**src/rtl/mem_pkg.sv**
```systemverilog
// Shared widths and port identifiers for the memory port arbiter slice.
package mem_pkg;
  localparam int ADDR_W = 8;
  localparam int DATA_W = 32;
  localparam int PORT_F = 0;
  localparam int PORT_D = 1;

  typedef struct packed {
    logic              req;
    logic              we;
    logic [ADDR_W-1:0] addr;
    logic [DATA_W-1:0] wdata;
  } d_req_t;
endpackage

```
**src/rtl/mem_port_arbiter_sat_counter.sv**
```systemverilog
// Saturating up-counter with synchronous clear; clear beats increment.
module sat_counter #(
  parameter int WIDTH = 4
) (
  input  logic             clk,
  input  logic             rst,
  input  logic             inc,
  input  logic             clr,
  input  logic [WIDTH-1:0] max,
  output logic [WIDTH-1:0] count
);
  logic [WIDTH-1:0] count_q, count_d;

  always_comb begin
    count_d = count_q;
    if (clr)                        count_d = '0;
    else if (inc && count_q != max) count_d = count_q + 1'b1;
  end

  always_ff @(posedge clk or posedge rst)
    if (rst) count_q <= '0;
    else     count_q <= count_d;

  assign count = count_q;
endmodule

```
**src/rtl/mem_port_arbiter.sv**
```systemverilog
// Two-port arbiter for a single-port memory: D has priority, a streak limit
// guarantees fetch progress, read data comes back registered one cycle later.
module mem_port_arbiter #(
  parameter int ADDR_W       = mem_pkg::ADDR_W,
  parameter int DATA_W       = mem_pkg::DATA_W,
  parameter int MAX_D_STREAK = 4,
  parameter int STALL_CNT_W  = 16
) (
  input  logic                   clk,
  input  logic                   rst,
  input  logic                   f_req,
  input  logic [ADDR_W-1:0]      f_addr,
  output logic                   f_gnt,
  output logic                   f_rvalid,
  output logic [DATA_W-1:0]      f_rdata,
  input  logic                   d_req,
  input  logic                   d_we,
  input  logic [ADDR_W-1:0]      d_addr,
  input  logic [DATA_W-1:0]      d_wdata,
  output logic                   d_gnt,
  output logic                   d_rvalid,
  output logic [DATA_W-1:0]      d_rdata,
  output logic [ADDR_W-1:0]      mem_addr,
  output logic [DATA_W-1:0]      mem_wdata,
  output logic                   mem_write,
  input  logic [DATA_W-1:0]      mem_rdata,
  output logic [STALL_CNT_W-1:0] f_stall_cnt
);
  localparam int STREAK_W = $clog2(MAX_D_STREAK + 1);
  localparam logic [STREAK_W-1:0] STREAK_MAX = STREAK_W'(MAX_D_STREAK);

  logic [STREAK_W-1:0] streak;
  logic                streak_full;
  logic                f_rvalid_q, d_rvalid_q;
  logic [DATA_W-1:0]   f_rdata_q, d_rdata_q;

  assign streak_full = (streak == STREAK_MAX);
  assign d_gnt       = d_req & ~(f_req & streak_full);
  assign f_gnt       = f_req & ~d_gnt;

  // Idle cycles park the address on the fetch port.
  always_comb begin
    mem_addr  = f_addr;
    mem_wdata = d_wdata;
    mem_write = 1'b0;
    if (d_gnt) begin
      mem_addr  = d_addr;
      mem_write = d_we;
    end
  end

  always_ff @(posedge clk or posedge rst)
    if (rst) begin
      f_rvalid_q <= 1'b0;
      d_rvalid_q <= 1'b0;
      f_rdata_q  <= '0;
      d_rdata_q  <= '0;
    end else begin
      f_rvalid_q <= f_gnt;
      d_rvalid_q <= d_gnt & ~d_we;
      if (f_gnt)          f_rdata_q <= mem_rdata;
      if (d_gnt && !d_we) d_rdata_q <= mem_rdata;
    end

  assign f_rvalid = f_rvalid_q;
  assign d_rvalid = d_rvalid_q;
  assign f_rdata  = f_rdata_q;
  assign d_rdata  = d_rdata_q;

  // The streak only measures D wins while F is actually waiting.
  sat_counter #(.WIDTH(STREAK_W)) u_streak (
    .clk   (clk),
    .rst   (rst),
    .inc   (d_gnt & f_req),
    .clr   (f_gnt | ~f_req),
    .max   (STREAK_MAX),
    .count (streak)
  );

  sat_counter #(.WIDTH(STALL_CNT_W)) u_stall (
    .clk   (clk),
    .rst   (rst),
    .inc   (f_req & ~f_gnt),
    .clr   (1'b0),
    .max   ({STALL_CNT_W{1'b1}}),
    .count (f_stall_cnt)
  );
endmodule
```
**config.mk**
```make
export PLATFORM = sky130hd
export DESIGN_NAME = mem_port_arbiter
export DESIGN_NICKNAME = d
export VERILOG_FILES = /design/src/rtl/mem_pkg.sv /design/src/rtl/mem_port_arbiter_sat_counter.sv /design/src/rtl/mem_port_arbiter.sv
export SDC_FILE = /design/constraint.sdc
export NUM_CORES = 1
export LEC_CHECK = 0
export ABC_AREA = 1
export CORE_MARGIN = 2
export CORE_UTILIZATION = 36
export DETAILED_ROUTE_END_ITERATION = 10
export PLACE_DENSITY = 0.74
export SLEW_MARGIN = 20
export SYNTH_ARGS = -nofsm -noshare
export SYNTH_HDL_FRONTEND = slang
export SYNTH_SLANG_ARGS = --single-unit
```
**constraint.sdc**
```tcl
create_clock -name clk -period 2.4 [get_ports clk]
set_input_delay 0.36 -clock clk [delete_from_list [all_inputs] [get_ports clk]]
set_output_delay 0.36 -clock clk [all_outputs]
set_load 0.02 [all_outputs]
```
==> results of run 1 <==
-- final timing paths --
kind                                          end  depth (start not counted)  slack [ns]              start
worst min register to register  u_streak.count[0]                          1        0.47  u_streak.count[0]
max in group asynchronous              f_rdata[9]                          3        1.39                rst
worst max-delay path                    mem_write                          6        0.09  u_streak.count[0]
worst min-delay path                   f_rdata[4]                          2        0.37                rst
worst max register to register         f_rdata[3]                          7        0.43  u_streak.count[0]
min in group clk                u_streak.count[0]                          1        0.47  u_streak.count[0]
-- kinds of logic after synthesis --
family,Yosys count,synth area share (%)
compound gates,68,10.3
buf+inv,103,14.9
flops,85,52.7
simple gates,195,19.7
xor+xnor,7,1.52
fa+ha+maj,3,0.930
-- through the flow --
stage / area (µm²) / setup slack, ns
floorplan: 4040 / 0.733
global placement: 5340 / 0.0961
detailed placement: 5340 / 0.0295
CTS: 5540 / 0.0313
global route: 5540 / 0.00155
finish: 5540 / 0.0916
-- flip-flops by register name, summed over array words and instances, names as in the netlist --
name	count
u_streak.count	3
f_rvalid	1
u_stall.count	16
d_rdata	32
f_rdata	32
d_rvalid	1
-- power by group through the flow --
stage | Clock, mW | Combinational (mW) | Sequential [mW]
global placement | 0 | 1.03 | 1.75
global route | 1.10 | 1.12 | 1.75
finish | 1.01 | 1.03 | 1.73
floorplan | 0 | 0.390 | 1.95
detailed placement | 0 | 1.05 | 1.75
CTS | 1.05 | 1.05 | 1.73
-- metal layers --
layer  vias to the layer above  share of wire, %  track usage (%)
met5                         -                 0                0
met2                       113                46             26.1
met4                         0               2.0             7.14
met3                        25               8.3             4.09
met1                      1526                43             19.8
li1                       1621                 -                -
-- cells in the final DEF (no fill, tap or decap) --
master and n:
clkinv_2 1, nand2_4 3, dlymetal6s2s_1 1, xor2_1 1, nand3_1 10, nor2_2 3, buf_4 3, nand4_1 6
inv_6 1, xnor2_1 6, nor2_1 20, clkinv_4 1, inv_1 52, nand3b_1 1, o21ai_0 36, bufinv_16 1
clkdlybuf4s50_1 135, o21ai_1 12, clkinvlp_4 4, buf_12 2, inv_4 1, ha_1 3, dfrtp_1 85, nand2_1 149
o21ai_2 20, inv_2 1, clkbuf_8 9, nand2_2 2, dlygate4sd2_1 9, nand3_2 1
-- layout make-up --
cell class | instances | area (µm²) | area share (%)
sequential | 85 | 2130 | 38.4
clock buffer | 9 | 124 | 2.24
tap | 140 | 175 | 3.16
clock inverter | 7 | 75.1 | 1.36
multi-input combinational | 273 | 1320 | 23.8
timing repair buffer | 150 | 1510 | 27.2
inverter | 55 | 213 | 3.84
==> impl_metrics.tcl, run 1 <==
set metrics [dict create \
    hpwl_um 7070 \
    maxSlewViolCount 0 \
    dr.first_iter.drc_count 138 \
    synth_most_common_cell "nand2_1" \
    cts_root_buffer "clkbuf_8" \
    clock_skew_ns 0.00655 \
    timing.hold.ws_ns 0.371 \
    overflow 0 \
    post_cts_resized 11 \
    cp-end-kind "output pin" \
    drive_gt1_share_pct 9.15 \
    grt_usage_pct 16.0 \
    worst-path-buf-inv 2 \
    via_per_inst 4.57 \
    p_per_area_mw_per_mm2 680 \
    placedCellCount 703 \
    slowest_delay_ns 0.61 \
    synth_top_area_share_pct 52.7 \
    synth_top_cells_by_area "dfrtp_1 53%, nand2_1 14%, buf_4 6.5%" \
    worstMarginPinSlew_ns 0.763 \
    intPower_mw 2.58 \
    syn2layout_area_growth_pct 37.2 \
    setup_viol 0 \
    yosysUniqueCellTypes 21 \
    ir_worst_vdd_v 0.000369 \
    antennaDiodeCount 0 \
    post-synth-top-area-cell "dfrtp_1" \
    ant_nets 0 \
    ctsHoldBuffers 0 \
    pwr-share-comb_pct 27.4 \
    p_sw_share_pct 31.5 \
    port_buffers 145 \
    grt_max_degree 65 \
    cp_slowest_cell "clkdlybuf4s50_1" \
    antenna_found_initial 0 \
    dr.pass1.iters 4 \
    cp_max_fo 11 \
    cts.sinks 85 \
    hold_path.class "input pin to async pin" \
    tritoncts "done" \
    max_cap_viol_count 0 \
    dieArea_mm2 0.0121 \
    path_delay_family "buffers and inverters" \
    netlist_instances 461 \
    synth_ff_type "dfrtp_1" \
    final_nets 662 \
    crit_type "flip-flop to output pin" \
    p_clk_share_pct 26.7 \
    synth_edf_count 0 \
    ys_warn_count 0 \
    syn_area_mm2 0.00404 \
    leakage_nw 2.60 \
    worstSetupStartpointType "flip-flop" \
    gp_congestion 0.816 \
    cts_max_path_buffers 2 \
    fin_total_pwr_mw 3.77 \
    avgSynthCellArea_um2 8.76 \
    drcViolationCount 0 \
    synth_common_cells "151 x nand2_1, 85 x dfrtp_1, 53 x inv_1, 36 x o21ai_0, 35 x buf_4" \
    num_vias 3285 \
    relSlewSlack_pct 49.2 \
    min_period_over_period_pct 96.2 \
    tns_ns 0 \
    finalHoldViolCount 0 \
    core_area_mm2 0.0109 \
    pin_count 210 \
    routedWlPerCell_um 13.1 \
    cts_made_buffers 9 \
    synth_seq_cells 85 \
    rows 38 \
    max_freq_ghz 0.433 \
    grt_pass1_vias 3334 \
    synth_seq_area_share_pct 52.7 \
    post_cts_buffers 0 \
    power_switching_mw 1.19 \
    final_core_util_pct 50.9 \
    rsz0062_at_grt "no" \
    period_needed_ns 2.31 \
    worstSkewPairLatency_ns 0.35 \
    cp.arrival_ns 1.95 \
    synthArstFlopShare_pct 100 \
    dieHeight_um 110 \
    worst_ep_required_time_ns 2.04 \
    seqPwrFrac_pct 45.9 \
    die-width_um 110 \
    fin_cells 719 \
    clk_pin_slew_ns 0.09 \
    grt_pass1_wl_um 15200 \
    initial_core_util_pct 37.1 \
    htree_levels 3 \
    crit_chain "inv_1 > ha_1 > nand3_1 > nand2_4 > nor2_1 > clkdlybuf4s50_1" \
    nFillCells 1078 \
    status "finished, final reports clean" \
    wirelength_um 9430 \
    syn_nets 549 \
]
Power figures use the tool's default switching activity.
==> run 2: changes to the inputs <==
- CORE_UTILIZATION: 36 -> 43
- PLACE_DENSITY: 0.74 -> 0.83
- clock period: 2.4 -> 2.76 ns (I/O delays scaled with it)
==> run 2 against run 1 <==
  * Sequential cell count unchanged
  * Count of clock-buffer cells in the layout is 2 higher
  * Clock power down 23%
  * Die area down 16%
  * Wire length grew 2.2%
  * Critical path type unchanged
==> impl_metrics.tcl, run 2 (same netlist as run 1, synthesis figures left out) <==
set metrics [dict create \
    dieArea_mm2 0.0102 \
    grt_pass1_vias 3359 \
    gp_congestion 0.798 \
    finalHoldViolCount 0 \
    hpwl_um 7130 \
    hold_path.class "flip-flop to flip-flop" \
    post_cts_buffers 0 \
    final_nets 660 \
    dpl_worst_slack_ns 0.213 \
    status "finished, final reports clean" \
    max_cap_viol_count 0 \
    p_per_area_mw_per_mm2 583 \
    initial_core_util_pct 44.1 \
    crit_type "flip-flop to output pin" \
    fin_cells 687 \
    power_switching_mw 0.985 \
    via_per_inst 4.88 \
    tns_ns 0 \
    cp_common_cell "nand2_1" \
    cp_slowest_cell "clkdlybuf4s50_1" \
    p_sw_share_pct 31.0 \
    cts_made_buffers 9 \
    cts_max_path_buffers 2 \
    layout_commonest_cell "nand2_1" \
    core_area_mm2 0.00915 \
    seqPwrFrac_pct 47.2 \
    tritoncts "done" \
    worstSetupStartpointType "flip-flop" \
    ant_nets 0 \
    wirelength_um 9640 \
    ir_worst_vdd_v 0.000348 \
    grt_usage_pct 19.5 \
    relSlewSlack_pct 50.1 \
    htree_levels 3 \
    placedCellCount 672 \
    clock_skew_ns 0.00852 \
    worstMarginPinSlew_ns 0.749 \
    die-width_um 101 \
    placed_cell_area_mm2 0.00529 \
    port_buffers 145 \
    antennaDiodeCount 0 \
    nFillCells 766 \
    post_cts_resized 0 \
    routedWlPerCell_um 14.0 \
    crit_chain "inv_1 > ha_1 > nand3_1 > nand2_2 > inv_2 > nand2_1 > nand2_1 > clkdlybuf4s50_1" \
    cp.arrival_ns 2.20 \
    p_clk_share_pct 24.5 \
    antenna_found_initial 0 \
    clk_pin_slew_ns 0.08 \
    rsz0062_at_grt "no" \
    grt_pass1_wl_um 15600 \
    slowest_delay_ns 0.61 \
    dr.first_iter.drc_count 87 \
    cts_root_buffer "clkbuf_8" \
    cts.sinks 85 \
    grt_max_degree 66 \
    pwr-share-comb_pct 28.4 \
    setup_viol 0 \
    cp-end-kind "output pin" \
    ctsHoldBuffers 0 \
    drcViolationCount 0 \
    cp_max_fo 11 \
    worst_ep_required_time_ns 2.35 \
    overflow 0 \
    period_needed_ns 2.61 \
    maxSlewViolCount 0 \
    intPower_mw 2.20 \
    pin_count 210 \
    max_freq_ghz 0.383 \
    design_area_mm2 0.00546 \
    dieHeight_um 101 \
    worstSkewPairLatency_ns 0.34 \
    min_period_over_period_pct 94.7 \
    dr.pass1.iters 8 \
    timing.hold.ws_ns 0.465 \
    leakage_nw 2.57 \
    num_vias 3354 \
    fin_ws_ns 0.146 \
    final_core_util_pct 59.7 \
    syn2layout_area_growth_pct 35.3 \
    rows 35 \
    drive_gt1_share_pct 8.68 \
    mostFrequentLayoutCells "149 x nand2_1, 145 x clkdlybuf4s50_1, 85 x dfrtp_1" \
    fin_total_pwr_mw 3.18 \
]
run 2: cell count changes in the layout (fill, tap and decap cells not counted), moves of 2 or more:
cell,previous run,this run
clkdlybuf4s50_1,135,145
clkinv_2,1,4
clkbuf_8,9,11
buf_4,3,1
dlygate4sd2_1,9,0
clkinvlp_4,4,0
run 2: cell type report:
type	count	area [µm²]	share of cell area [%]
sequential	85	2130	38.9
timing repair buffer	148	1500	27.4
multi-input combinational	273	1310	24.1
inverter	55	208	3.80
clock buffer	11	151	2.77
tap	111	139	2.54
clock inverter	4	23.8	0.435
run 2: power by group through the flow:
stage / sequential (mW) / clock, mW / combinational (mW)
global placement: 1.52 / 0 / 0.892
finish: 1.50 / 0.778 / 0.902
detailed placement: 1.53 / 0 / 0.911
floorplan: 1.70 / 0 / 0.339
global route: 1.52 / 0.869 / 0.978
CTS: 1.50 / 0.807 / 0.914
run 2: path summary, 6_finish.rpt:
| kind | cells past startpoint | start | slack (ns) | to |
|---|---|---|---|---|
| worst max register to register | 7 | u_streak.count[0] | 0.71 | f_rdata[2] |
| min in group asynchronous | 2 | rst | 0.49 | d_rdata[23] |
| max in group asynchronous | 3 | rst | 1.58 | f_rvalid |
| worst min-delay path | 1 | u_streak.count[0] | 0.47 | u_streak.count[0] |
| worst min register to register | 1 | u_streak.count[0] | 0.47 | u_streak.count[0] |
| worst max-delay path | 8 | u_streak.count[0] | 0.15 | mem_addr[7] |
run 2: worst max-delay path: cells and delay by family (launching register included):
kind	cells	cell delay (ns)
buf+inv	3	0.88
simple gates	4	0.42
flops	1	0.38
fa+ha+maj	1	0.19
run 2: per-layer routing:
| metal | global-route usage, % | up-vias | wire length, µm |
|---|---|---|---|
| li1 | - | 1610 | - |
| met1 | 22.8 | 1563 | 3880 |
| met2 | 33.0 | 147 | 4710 |
| met3 | 5.20 | 34 | 749 |
| met4 | 9.38 | 0 | 301 |
| met5 | 0 | - | 0 |
==> run 3: changes to the inputs <==
- GPL_TIMING_DRIVEN: default -> 0
- HOLD_SLACK_MARGIN: default -> 0.15
==> run 3 against run 2 <==
  * Count of clock-buffer cells in the layout stayed put
  * Critical path type unchanged
  * Sequential share of layout area decreased by 4.5 points
  * Combinational power up 15%
  * Critical endpoint is now mem_addr[0]
  * Highest routed layer unchanged
  * Sequential cell count did not move
  * First-iteration DRC count increased by 36%
  * Total power is 8.0% higher
  * Non-clock buffer count rose by 77
  * Cell area rose by 13%
  * Maximum frequency increased by 3.4%
  * Hold slack better by 0.023 ns
  * Via count rose by 8.4%
==> impl_metrics.tcl, run 3 (same netlist as run 1, synthesis figures left out) <==
set metrics [dict create \
    status "finished, final reports clean" \
    drive_gt1_share_pct 14.2 \
    cp_max_fo 10 \
    dieHeight_um 101 \
    cts_max_path_buffers 2 \
    rsz0062_at_grt "no" \
    clk_pin_slew_ns 0.08 \
    syn2layout_area_growth_pct 52.9 \
    antennaDiodeCount 0 \
    design_area_mm2 0.00617 \
    via_per_inst 4.75 \
    placed_cell_area_mm2 0.00597 \
    mostFrequentLayoutCells "176 x clkdlybuf4s50_1, 150 x nand2_1, 85 x dfrtp_1" \
    gp_congestion 0.837 \
    seqPwrFrac_pct 43.8 \
    dr.pass1.iters 4 \
    r2r_end "f_rdata[2]" \
    drcViolationCount 0 \
    r2r-start "u_streak.count[0]" \
    core_area_mm2 0.00915 \
    reg2reg_depth 10 \
    antenna_found_initial 0 \
    ant_nets 0 \
    cts_root_buffer "clkbuf_8" \
    p_clk_share_pct 25.9 \
    layout.area.seq_mm2 0.00213 \
    p_per_area_mw_per_mm2 557 \
    dr.first_iter.drc_count 118 \
    top_usage_layer "met2" \
    die-width_um 101 \
    grt_max_degree 51 \
    crit_type "flip-flop to output pin" \
    multi_input_comb_area_mm2 0.00131 \
    use_met3_pct 5.06 \
    cp-startpoint "u_streak.count[0]" \
    hold_path_startpoint "f_rdata[26]" \
    worstSetupStartpointType "flip-flop" \
    grt_usage_pct 21.0 \
    setup_viol 0 \
    clock_skew_ns 0.00960 \
    routedWlPerCell_um 13.7 \
    reg2reg_slack_ns 1.01 \
    worst_ep_required_time_ns 2.35 \
    rows 35 \
    relSlewSlack_pct 57.3 \
    maxSlewViolCount 0 \
    ir_worst_vdd_v 0.000475 \
    use_met1_pct 25.5 \
    initial_core_util_pct 44.1 \
    worstSkewPairLatency_ns 0.35 \
    layout_commonest_cell "clkdlybuf4s50_1" \
    min_period_over_period_pct 91.6 \
    num_vias 3637 \
    cp.arrival_ns 2.11 \
    hpwl_um 8150 \
    cts_made_buffers 9 \
    intPower_mw 2.36 \
    hold_path.class "flip-flop to flip-flop" \
    leakage_nw 2.93 \
    period_needed_ns 2.53 \
    grt_pass1_vias 3655 \
    worstHoldPathCells 2 \
    final_nets 737 \
    dpl_worst_slack_ns -0.0781 \
    overflow 0 \
    p_sw_share_pct 31.4 \
    pin_count 210 \
    tritoncts "done" \
    finalHoldViolCount 0 \
    cp-end-kind "output pin" \
    power_switching_mw 1.08 \
    wirelength_um 10500 \
    fin_ws_ns 0.231 \
    dieArea_mm2 0.0102 \
    max_freq_ghz 0.395 \
    grt_pass1_wl_um 16900 \
    met2_usage_pct 37.3 \
    htree_levels 3 \
    pwr-share-comb_pct 30.2 \
    cts.sinks 85 \
    hold_end "f_rdata[26]" \
    port_buffers 177 \
    max_cap_viol_count 0 \
    worstMarginPinSlew_ns 0.641 \
    nFillCells 716 \
]
run 3: cell types whose count changed in the layout (fill, tap and decap cells not counted), moves of 2 or more:
cell             delta
clkinv_2            -3
buf_4              +34
buf_6              +11
clkinvlp_4          +2
clkdlybuf4s50_1    +31
clkbuf_1            +2
run 3: how the worst max path moves through the flow:
stage | end | cells after the start
3_3_place_gp | d_rdata[13] | 2
2_1_floorplan | d_rdata[0] | 1
6_report | mem_addr[0] | 8
4_1_cts | f_gnt | 7
3_5_place_dp | f_gnt | 8
5_1_grt | mem_addr[0] | 8
run 3: worst max-delay path: stages (launching register included):
cell and delay [ns]:
dfrtp_1 0.39, inv_1 0.06, ha_1 0.19, nand3_1 0.10
nand2_2 0.08, inv_2 0.18, nand2_1 0.09, nand2_1 0.08
clkdlybuf4s50_1 0.61
run 3: area by class of cell:
type | count | share of cell area [%]
multi-input cells | 273 | 21.2
clock inverters | 5 | 0.953
well taps | 111 | 2.25
clock buffers | 11 | 2.29
inverters | 55 | 3.39
flip-flops and latches | 85 | 34.5
plain buffers | 47 | 6.33
repair buffers | 178 | 29.1
run 3: power groups by stage:
stage                     Clock (mW)  Sequential, mW  Combinational (mW)
after floorplan                    0            1.70               0.339
after global placement             0            1.52                1.02
after detailed placement           0            1.53                1.05
after CTS                      0.911            1.51                1.05
after global routing           0.965            1.53                1.11
final                          0.891            1.51                1.04
run 3: what timing repair did:
item,in CTS,in global routing
hold buffers,0,0
buffers inserted,0,0
setup endpoints to repair,1,1
gates resized for setup,1,1
run 3: metal layers:
layer,vias up,wire length (µm)
li1,1767,-
met1,1703,4200
met2,157,5400
met3,10,799
met4,0,104
met5,-,0
run 3: through the flow:
step	power, mW	std cells	util [%]	hold slack [ns]	TNS, ns
3_3_place_gp	2.55	749	65.0	0.446	-95.37
2_1_floorplan	2.04	461	-	0.432	0
4_1_cts	3.47	765	67.4	0.494	0
5_1_grt	3.60	765	67.4	0.516	0
3_5_place_dp	2.58	750	65.2	0.474	-0.0781
6_report	3.44	765	67.4	0.488	0
